## config.mk

```make
export PLATFORM = sky130hd
export DESIGN_NAME = pulse_burst_counter
export DESIGN_NICKNAME = d
export VERILOG_FILES = /design/src/rtl/pulse_burst_counter.sv
export SDC_FILE = /design/constraint.sdc
export NUM_CORES = 1
export LEC_CHECK = 0
export ABC_AREA = 1
export CAP_MARGIN = 20
export CORE_MARGIN = 2
export CORE_UTILIZATION = 40
export CTS_CLUSTER_DIAMETER = 120
export CTS_CLUSTER_SIZE = 24
export DETAILED_ROUTE_END_ITERATION = 8
export PLACE_DENSITY = 0.67
export SLEW_MARGIN = 30
export SYNTH_ARGS = -nofsm -noshare
export SYNTH_HDL_FRONTEND = slang
export SYNTH_SLANG_ARGS = --single-unit
```

## constraint.sdc

```tcl
create_clock -name clk -period 2.55 [get_ports clk]
set_input_delay 0.51 -clock clk [delete_from_list [all_inputs] [get_ports clk]]
set_output_delay 0.51 -clock clk [all_outputs]
set_load 0.005 [all_outputs]
```

## src/rtl/pulse_burst_counter.sv

```systemverilog
// Pulse burst counter: synchronises a raw pulse line, counts rising edges per burst
// and reports each burst length via a valid/ready register. Optional: PULSE_GLITCH_FILTER_EN.
module pulse_burst_counter #(
  parameter int CNT_W   = 8,
  parameter int GAP_CYC = 4,
  parameter int GAP_W   = 4
) (
  input  logic             clk,
  input  logic             rst_n,
  input  logic             sig_in,
  input  logic             len_ready,
  output logic             len_valid,
  output logic [CNT_W-1:0] len_data,
  output logic             overflow,
  output logic             busy,
  output logic             drop
);

  typedef enum logic [1:0] {
    IDLE   = 2'd0,
    COUNT  = 2'd1,
    REPORT = 2'd2
  } state_t;

  localparam logic [GAP_W-1:0] GAP_LAST = GAP_W'(GAP_CYC - 1);

  state_t           state, state_nxt;
  logic [CNT_W-1:0] cnt, cnt_nxt;
  logic             sat, sat_nxt;
  logic [GAP_W-1:0] gap, gap_nxt;
  logic             load;

  logic s1, s2, s3;
  logic line;
  logic rise;

`ifdef PULSE_GLITCH_FILTER_EN
  logic s2_prev, s2f;

  // s2f only follows s2 once s2 has held the same value for two cycles
  always_ff @(posedge clk) begin
    if (!rst_n) begin
      s1      <= 1'b0;
      s2      <= 1'b0;
      s2_prev <= 1'b0;
      s2f     <= 1'b0;
      s3      <= 1'b0;
    end else begin
      s1      <= sig_in;
      s2      <= s1;
      s2_prev <= s2;
      if (s2 == s2_prev)
        s2f <= s2;
      s3      <= s2f;
    end
  end

  assign line = s2f;
`else
  always_ff @(posedge clk) begin
    if (!rst_n) begin
      s1 <= 1'b0;
      s2 <= 1'b0;
      s3 <= 1'b0;
    end else begin
      s1 <= sig_in;
      s2 <= s1;
      s3 <= s2;
    end
  end

  assign line = s2;
`endif

  assign rise = line & ~s3;

  always_ff @(posedge clk) begin
    if (!rst_n) begin
      state <= IDLE;
      cnt   <= '0;
      sat   <= 1'b0;
      gap   <= '0;
      busy  <= 1'b0;
    end else begin
      state <= state_nxt;
      cnt   <= cnt_nxt;
      sat   <= sat_nxt;
      gap   <= gap_nxt;
      busy  <= (state_nxt != IDLE);
    end
  end

  always_comb begin
    state_nxt = state;
    cnt_nxt   = cnt;
    sat_nxt   = sat;
    gap_nxt   = gap;
    load      = 1'b0;
    case (state)
      IDLE: begin
        if (rise) begin
          state_nxt = COUNT;
          cnt_nxt   = CNT_W'(1);
          sat_nxt   = 1'b0;
          gap_nxt   = '0;
        end
      end
      COUNT: begin
        if (rise) begin
          gap_nxt = '0;
          if (cnt == '1)
            sat_nxt = 1'b1;
          else
            cnt_nxt = cnt + CNT_W'(1);
        end else if (line) begin
          gap_nxt = '0;
        end else if (gap == GAP_LAST) begin
          state_nxt = REPORT;
        end else begin
          gap_nxt = gap + GAP_W'(1);
        end
      end
      REPORT: begin
        load = 1'b1;
        // a rise landing on the report cycle opens the next burst immediately
        if (rise) begin
          state_nxt = COUNT;
          cnt_nxt   = CNT_W'(1);
          sat_nxt   = 1'b0;
          gap_nxt   = '0;
        end else begin
          state_nxt = IDLE;
        end
      end
      default: state_nxt = IDLE;
    endcase
  end

  always_ff @(posedge clk) begin
    if (!rst_n) begin
      len_valid <= 1'b0;
      len_data  <= '0;
      overflow  <= 1'b0;
      drop      <= 1'b0;
    end else begin
      drop <= 1'b0;
      if (load) begin
        if (!len_valid || len_ready) begin
          len_valid <= 1'b1;
          len_data  <= cnt;
          overflow  <= sat;
        end else begin
          drop <= 1'b1;
        end
      end else if (len_valid && len_ready) begin
        len_valid <= 1'b0;
      end
    end
  end

endmodule

```

==> impl_metrics.csv <==
group,metric,value,unit
timing,hold_violations,0,
worst_hold_path,hold_start,"s1",
worst_setup_path,crit_path_start_kind,"register",
detailed_routing,vias,1062,
die,pin_count,16,
power_and_ir_drop,powerDensity,543,nW/um2
synth,ys_top_cells_by_area,"dfxtp_1, nand2_1, nor2_1",
die,dieArea,3670,um2
die,initial_utilization,41.9,%
clocking,tritoncts,"done",
timing,post-route-period-util,66.1,%
global_routing,grt_use_total,13.8,%
worst_setup_path,crit_type,"register to output port",
clocking,cts_resized,0,
worst_setup_path,end_kind,"output port",
worst_setup_path,crit_arrival,1.18,ns
worst_setup_path,r2r-end,"cnt[7]",
clocking,clock_path_buffers,2,
global_routing,gr-total-overflow,0,
worst_hold_path,holdPathEnd,"line",
clocking,cts_made_buffers,5,
timing,finalSetupViolCount,0,
flow_run,drv_cap,0,
detailed_routing,routed_wl,2230,um
worst_setup_path,worstSetupStartpoint,"len_data[3]",
die,rows,20,
worst_setup_path,path_max_fanout,2,
die,fp.dieH,60.6,um
cells_and_area,area_growth,19.0,%
power_and_ir_drop,p_int,630,uW
timing,min_period,1.69,ns
placed_design,place_area,1460,um2
synth,ys_ff_latch,30,
clocking,cts_setup_buffers,0,
timing,drv_slew,0,
power_and_ir_drop,leakage,0.000592,uW
worst_setup_path,worstReg2RegStart,"cnt[1]",
power_and_ir_drop,clock_power_share,35.1,%
cells_and_area,diodes,0,
synth,yosysTopAreaCellShare,46.9,%
run_status,status,"complete, no violations",
power_and_ir_drop,p_comb_share,6.4,%
synth,synth_nets,176,
placed_design,io_buffers,15,
detailed_routing,via_per_inst,4.54,
synth,synth_area,1280,um2
die,die_w,60.6,um
power_and_ir_drop,ir_drop,0.279,mV
timing,worst_slew_pin_slew,0.521,ns
global_routing,grt_pass1_vias,896,
synth,ys_seq_area_share,46.9,%
synth,avgSynthCellArea,7.53,um2
synth,yosys_warnings,0,
synth,ys_types,23,
clocking,clk_pin_slew_worst_paths,0.09,ns
worst_setup_path,cp.required,2.04,ns
worst_setup_path,rrSetupSlack,1.12,ns
cells_and_area,final_nets,195,
power_and_ir_drop,power_frac_seq,58.5,%
power_and_ir_drop,p_sw,197,uW
detailed_routing,detail_route.wl_per_cell,9.51,um
cells_and_area,finalInstanceArea,1520,um2
global_routing,antenna_found_initial,0,
detailed_routing,drt_first_pass_iters,4,
worst_setup_path,rr_worst_depth,10,
synth,syn_inst,170,
global_routing,grt_first_pass_wirelength,3710,um
worst_hold_path,worst_hold_path_type,"register to register",
timing,grt_setup_unrepaired,"no",
global_routing,grt_max_degree,18,
cells_and_area,drive_above_1_share,12.6,%
worst_setup_path,path_delay_family,"buffers and inverters",
worst_setup_path,slowest_stage,"clkdlybuf4s50_1",
synth,yosys.area.top_type,"dfxtp_1",
clocking,clock_latency,0.32,ns
placed_design,place_congestion,0.795,
worst_hold_path,holdPathStages,2,
clocking,root_buffer,"clkbuf_4",
detailed_routing,ant_nets,0,
detailed_routing,drtIter0Drc,36,
clocking,cts_sinks,30,
worst_setup_path,slowest_delay,0.50,ns
power_and_ir_drop,netSwitchingFraction,23.8,%
timing,timing.fmax,0.593,GHz
cells_and_area,final_cell_mix,"nand2_1, nor2_1, dfxtp_1, inv_1, clkdlybuf4s50_1",
die,core_area,3050,um2
clocking,htree_levels,2,
worst_setup_path,crit_buf_inv,1,
timing,tns,0,ns
worst_setup_path,crit_chain,"clkdlybuf4s50_1",
placed_design,hpwl,1660,um
timing,relSlewSlack,65.2,%
detailed_routing,drcViolationCount,0,
clocking,cts_hold_buf,0,
timing,skew,0.00988,ns
cells in the mapped netlist:
| cell type | instances |
|---|---|
| dfxtp_1 | 30 |
| nand2_1 | 30 |
| nor2_1 | 30 |
| inv_1 | 17 |
| a21oi_1 | 12 |
| nand3_1 | 10 |
| o21ai_0 | 10 |
| nor3_1 | 6 |
| inv_2 | 4 |
| nand2_2 | 4 |
| ha_1 | 2 |
| nand2_4 | 2 |
| nand3_2 | 2 |
| nor2_2 | 2 |
| a21oi_2 | 1 |
| buf_4 | 1 |
| buf_6 | 1 |
| clkbuf_1 | 1 |
| nand3_4 | 1 |
| nand4_1 | 1 |
| nor2_4 | 1 |
| o21ai_1 | 1 |
| xor2_1 | 1 |
state kept, by name, indices dropped and copies added (netlist names):
register,cells
gap,4
len_data,8
s1,1
busy,1
sat,1
s3,1
cnt,8
drop,1
line,1
state,2
overflow,1
len_valid,1
final cells by class:
class	instances	area, um2
clock inverter	1	5.00
fill	307	1530
multi-input combinational	116	578
inverter	21	78.8
timing repair buffer	15	150
tap	44	55.1
sequential	30	601
clock buffer	7	55.1
routing by layer:
metal	global-route usage, %	vias to the layer above	wire (um)
li1	-	576	-
met1	16.0	460	1070
met2	22.0	22	1030
met3	5.76	4	96
met4	6.83	0	28
met5	0	-	0
logic make-up (layout without fill, tap and decap cells):
logic type	Yosys count	after routing	share of synthesized area, %
AND/OR/NAND/NOR	89	89	32.8
XOR/XNOR	1	1	0.684
AO/OA/AOI/OAI	24	24	9.68
adder cells (fa/ha/maj)	2	2	1.95
flip-flops	30	30	46.9
buffers and inverters	24	44	7.92
stage by stage:
stage | instances | utilization, % | power (uW) | hold WS (ns) | worst slack (ns)
floorplan | 170 | - | 534 | 0.390 | 1.24
global placement | 226 | 47.9 | 546 | 0.397 | 0.718
detailed placement | 226 | 47.9 | 548 | 0.410 | 0.669
CTS | 234 | 49.9 | 839 | 0.444 | 0.851
global route | 234 | 49.9 | 871 | 0.444 | 0.806
finish | 234 | 49.9 | 827 | 0.435 | 0.863
power groups by stage:
stage	clock network, uW	logic (uW)	registers, uW
after detailed placement	0	53.5	495
after CTS	301	53.8	484
after global placement	0	51.7	494
after floorplan	0	40.7	493
final	290	53.2	484
after global routing	327	59.4	485
worst max path at each step:
stage	end	slack (ns)	cells past startpoint
after global placement	drop	0.72	3
after global routing	len_data[2]	0.81	1
final	len_data[3]	0.86	1
after CTS	len_data[3]	0.85	1
after detailed placement	state[1]	0.67	3
after floorplan	cnt[3]	1.24	9
(Power assumes the default switching activity.)
